### src/rtl/bcd_pkg.sv
// Shared types for the BCD digit streamer: nibble type, digit limit, FSM states.
package bcd_pkg;

    typedef logic [3:0] nibble_t;

    localparam nibble_t BCD_MAX = 4'd9;

    typedef enum logic {
        IDLE = 1'b0,
        SEND = 1'b1
    } state_t;

endpackage : bcd_pkg

### src/rtl/bcd_digit_cell.sv
// One decimal digit register with carry/borrow chaining; clr has top priority.
// Carry/borrow outputs are combinational so a whole chain settles in one cycle.
module bcd_digit_cell
    import bcd_pkg::*;
(
    input  logic    clk,
    input  logic    rst_n,
    input  logic    clr,
    input  logic    carry_in,
    input  logic    borrow_in,
    output nibble_t digit,
    output logic    carry_out,
    output logic    borrow_out
);

    // Upstream logic never asserts carry_in and borrow_in together.
    assign carry_out  = carry_in  && (digit == BCD_MAX);
    assign borrow_out = borrow_in && (digit == 4'd0);

    always_ff @(posedge clk or negedge rst_n) begin
        if (!rst_n) begin
            digit <= 4'd0;
        end else if (clr) begin
            digit <= 4'd0;
        end else if (carry_in) begin
            digit <= (digit == BCD_MAX) ? 4'd0 : digit + 4'd1;
        end else if (borrow_in) begin
            digit <= (digit == 4'd0) ? BCD_MAX : digit - 4'd1;
        end
    end

endmodule : bcd_digit_cell

### src/rtl/bcd_digit_streamer.sv
// NUM_DIGITS-digit BCD counter; each update snapshots the count and streams it LSD first.
// Latency: inc at edge n -> valid_o after edge n+1; frames hold on !ready_i and never abort.
// Optional BCD_STREAM_DOWN_EN adds dec/unf_o for down-counting with borrow.
module bcd_digit_streamer
    import bcd_pkg::*;
#(
    parameter int NUM_DIGITS = 2,
    parameter int IDX_W      = 3
) (
    input  logic             clk,
    input  logic             rst_n,
    input  logic             inc,
    input  logic             clr,
`ifdef BCD_STREAM_DOWN_EN
    input  logic             dec,
    output logic             unf_o,
`endif
    output logic [3:0]       bcd_o,
    output logic [IDX_W-1:0] idx_o,
    output logic             last_o,
    output logic             valid_o,
    input  logic             ready_i,
    output logic             busy_o,
    output logic             ovf_o
);

    localparam logic [IDX_W-1:0] LAST_IDX = IDX_W'(NUM_DIGITS - 1);

    logic                      up_step;
    logic                      dn_step;
    logic                      pend_set;
    logic [NUM_DIGITS:0]       carry;
    logic [NUM_DIGITS:0]       borrow;
    logic [4*NUM_DIGITS-1:0]   count_flat;

    state_t                    state, state_nxt;
    logic [IDX_W-1:0]          idx, idx_nxt;
    logic [4*NUM_DIGITS-1:0]   snap, snap_nxt;
    logic                      pend, pend_nxt;

    // Simultaneous up and down requests cancel out entirely: no step, no new frame.
`ifdef BCD_STREAM_DOWN_EN
    assign up_step = inc && !dec && !clr;
    assign dn_step = dec && !inc && !clr;
`else
    assign up_step = inc && !clr;
    assign dn_step = 1'b0;
`endif

    assign pend_set  = up_step || dn_step;
    assign carry[0]  = up_step;
    assign borrow[0] = dn_step;

    for (genvar g = 0; g < NUM_DIGITS; g++) begin : g_digit
        nibble_t digit;

        bcd_digit_cell u_cell (
            .clk        (clk),
            .rst_n      (rst_n),
            .clr        (clr),
            .carry_in   (carry[g]),
            .borrow_in  (borrow[g]),
            .digit      (digit),
            .carry_out  (carry[g+1]),
            .borrow_out (borrow[g+1])
        );

        assign count_flat[4*g +: 4] = digit;
    end

    // A carry/borrow out of the top digit is exactly the all-9s/all-0s wrap.
    always_ff @(posedge clk or negedge rst_n) begin
        if (!rst_n) begin
            ovf_o <= 1'b0;
        end else begin
            ovf_o <= carry[NUM_DIGITS];
        end
    end

`ifdef BCD_STREAM_DOWN_EN
    always_ff @(posedge clk or negedge rst_n) begin
        if (!rst_n) begin
            unf_o <= 1'b0;
        end else begin
            unf_o <= borrow[NUM_DIGITS];
        end
    end
`else
    logic unused_borrow;
    assign unused_borrow = borrow[NUM_DIGITS];
`endif

    always_ff @(posedge clk or negedge rst_n) begin
        if (!rst_n) begin
            state <= IDLE;
            idx   <= '0;
            snap  <= '0;
            pend  <= 1'b0;
        end else begin
            state <= state_nxt;
            idx   <= idx_nxt;
            snap  <= snap_nxt;
            pend  <= pend_nxt;
        end
    end

    always_comb begin
        state_nxt = state;
        idx_nxt   = idx;
        snap_nxt  = snap;
        pend_nxt  = pend || pend_set;

        case (state)
            IDLE: begin
                if (pend) begin
                    // Load the registered count; a step on this same edge re-arms pend.
                    snap_nxt  = count_flat;
                    pend_nxt  = pend_set;
                    idx_nxt   = '0;
                    state_nxt = SEND;
                end
            end
            SEND: begin
                if (ready_i) begin
                    if (idx == LAST_IDX) begin
                        state_nxt = IDLE;
                    end else begin
                        idx_nxt = idx + 1'b1;
                    end
                end
            end
            default: begin
                state_nxt = IDLE;
            end
        endcase
    end

    assign valid_o = (state == SEND);
    assign busy_o  = (state == SEND);
    assign idx_o   = idx;
    assign last_o  = valid_o && (idx == LAST_IDX);

    always_comb begin
        bcd_o = 4'd0;
        if (valid_o) begin
            for (int i = 0; i < NUM_DIGITS; i++) begin
                if (idx == IDX_W'(i)) begin
                    bcd_o = snap[4*i +: 4];
                end
            end
        end
    end

endmodule : bcd_digit_streamer

### config.mk
export PLATFORM = sky130hd
export DESIGN_NAME = bcd_digit_streamer
export DESIGN_NICKNAME = d
export VERILOG_FILES = /design/src/rtl/bcd_pkg.sv /design/src/rtl/bcd_digit_cell.sv /design/src/rtl/bcd_digit_streamer.sv
export SDC_FILE = /design/constraint.sdc
export NUM_CORES = 1
export LEC_CHECK = 0
export CELL_PAD_IN_SITES_DETAIL_PLACEMENT = 1
export CELL_PAD_IN_SITES_GLOBAL_PLACEMENT = 1
export CORE_MARGIN = 1
export CORE_UTILIZATION = 46
export CTS_CLUSTER_SIZE = 25
export DETAILED_ROUTE_END_ITERATION = 8
export HOLD_SLACK_MARGIN = 0.15
export PLACE_DENSITY_LB_ADDON = 0.1
export SETUP_SLACK_MARGIN = 0.05
export SYNTH_ARGS = -nofsm -noshare
export SYNTH_HDL_FRONTEND = slang
export SYNTH_HIERARCHICAL = 1
export SYNTH_SLANG_ARGS = --single-unit
### constraint.sdc
create_clock -name clk -period 5 [get_ports clk]
set_input_delay 1 -clock clk [delete_from_list [all_inputs] [get_ports clk]]
set_output_delay 1 -clock clk [all_outputs]
set_load 0.1 [all_outputs]
==> reports/metrics.cfg <==
[setup_path]
start_kind = register
crit_path_start = idx_o[1]
cp.required_ps = 4000
critPathSlowestCell = clkdlybuf4s50_1
r2r_end = g_digit[0].u_cell/digit[1]
cp_cell_sequence = inv_1 > ha_1 > inv_2 > nand3_1 > a21oi_1 > clkdlybuf4s50_1
slowest_delay_ps = 1150
arrival_ps = 2650
r2r_slack_ps = 3150
crit_type = register to primary output
crit_path_end_kind = primary output
cp_max_fo = 8
r2r_start = g_digit[0].u_cell/digit[1]
rr_worst_depth = 6

[clock_tree]
cts-root-buf = clkbuf_4
clk_latency_ps = 310
cts_made_buffers = 3
cts_tree = built
cts.clk_slew.worst_paths_ps = 130
cts-resized-gates = 0
cts_buffer_depth = 2
cts_max_level = 1
cts.sinks = 22
postCtsHoldBufs = 0
cts_setup_buffers = 0

[floorplanning]
die-area_sq_um = 3420
start_util = 0.485
die_w_um = 58.5
rows = 20
io_pins = 16
dieHeight_um = 58.5
coreArea_sq_um = 3030

[pwr]
swShare = 0.512
power_mw = 1.04
powerDensity_nw_per_um2 = 613
pwr-share-clk = 0.131
p_leak_nw = 0.710
seqPwrFrac = 0.295
p_switching_mw = 0.535
vdd_drop_max_uv = 176
internal_power_mw = 0.509
combPwrFrac = 0.574

[synth]
yosys_warnings = 6
syn-instance-count = 150
postSynthAreaPerCell_sq_um = 9.78
synthesis.area_sq_um = 1470

[timing]
finalHoldViolCount = 0
max_clock_freq_ghz = 0.274
setup_viol = 0
skew_ps = 5.40
maxSlewViolCount = 0
tightestPinTransition_ps = 969
relSlewSlack = 0.352
grt_setup_unrepaired = false
finalCritPeriodShare = 0.729
min_period_ps = 3650
fin_tns_setup_ps = 0

[worst_hold_path]
min_to = snap[6]
min_path_cells = 1
hold_class = register to register
hold_path_startpoint = snap[6]

[finish]
antenna_cells = 0
fill_cells = 336
drive_gt1_frac = 0.137
syn2layout_area_growth_pct = 15.9
fin_nets = 185
multi_input_area_sq_um = 845
regArea_sq_um = 551

[drt]
wirelength_mm = 3.34
vias = 1174
avgViaCountPerCell = 5.54
ant_nets = 0
drc_errors = 0
dr.pass1.iters = 4
drt_iter0_drc = 30
routedWlPerCell_um = 15.8

[grt]
gr-total-overflow = 0
grt_usage = 0.228
antenna_found_initial = 0
grt_max_degree = 23
grt_pass1_vias = 1295
grt_pass1_wl_mm = 5.93

[place]
gp_congestion = 0.853
hpwl_mm = 2.65
port_buffers = 15

[outcome]
run_status = finished clean

[flow_run]
maxCapViolCount = 0

[cell usage in the layout (no fill, tap or decap), types with 2 or more instances in the layout]
cell	count
nand2b_1	5
o211ai_1	3
a22o_2	2
clkbuf_4	3
clkdlybuf4s50_1	15
o2111ai_1	2
ha_1	11
o21ai_0	6
o311ai_1	2
inv_2	2
nor2_1	12
dfrtp_1	22
a31oi_1	2
o21ai_1	4
nand3_1	7
conb_1	4
nand3b_1	2
nand2_1	12
inv_1	11
a21oi_1	7
mux2_4	8
[metal layers]
layer	vias up	GRT usage	wire, um
li1	567	-	-
met1	581	0.285	1510
met2	20	0.404	1720
met3	6	0.0198	72
met4	0	0.0952	46
met5	-	0	0
[power groups by stage]
stage / combinational (mW) / clock (mW) / sequential, mW
global placement: 0.581 / 0 / 0.305
detailed placement: 0.601 / 0 / 0.311
CTS: 0.602 / 0.141 / 0.308
global route: 0.639 / 0.143 / 0.318
finish: 0.599 / 0.136 / 0.308
floorplan: 0.403 / 0 / 0.385
[layout make-up]
cell class	instances	share of cell area
clock inverter	1	0.0176
timing repair buffer	15	0.0882
multi-input combinational	114	0.496
inverter	13	0.0287
clock buffer	3	0.0132
sequential	22	0.324
tap	44	0.0324
[worst max-delay path, delay by kind of cell (launching register included)]
family | cells | cell delay [ps]
AND/OR/NAND/NOR | 1 | 70
flip-flops | 1 | 430
AO/OA/AOI/OAI | 1 | 160
buffers and inverters | 3 | 1380
adder cells (fa/ha/maj) | 1 | 300
[sequential cells by signal, indices dropped and copies added (netlist names)]
name / flops
g_digit.u_cell/digit: 8
snap: 8
idx_o: 3
busy_o: 1
ovf_o: 1
pend: 1
[how the worst max path moves through the flow]
stage	to	slack, ps
after floorplan	bcd_o[0]	930
after global placement	g_digit[0].u_cell/digit[3]	1690
after detailed placement	g_digit[0].u_cell/digit[3]	1590
after CTS	bcd_o[2]	1330
after global routing	bcd_o[2]	1220
final	bcd_o[2]	1350
[through the flow]
step                cell area (sq um)  setup slack (ps)  hold WS [ps]  std cells   util
finish                           1700              1350           529        212  0.562
global route                     1700              1220           551        212  0.562
CTS                              1700              1330           537        212  0.562
detailed placement               1650              1590           508        208  0.545
global placement                 1650              1690           502        208  0.545
floorplan                        1480               927           459        153      -
Power figures use the tool's default switching activity.
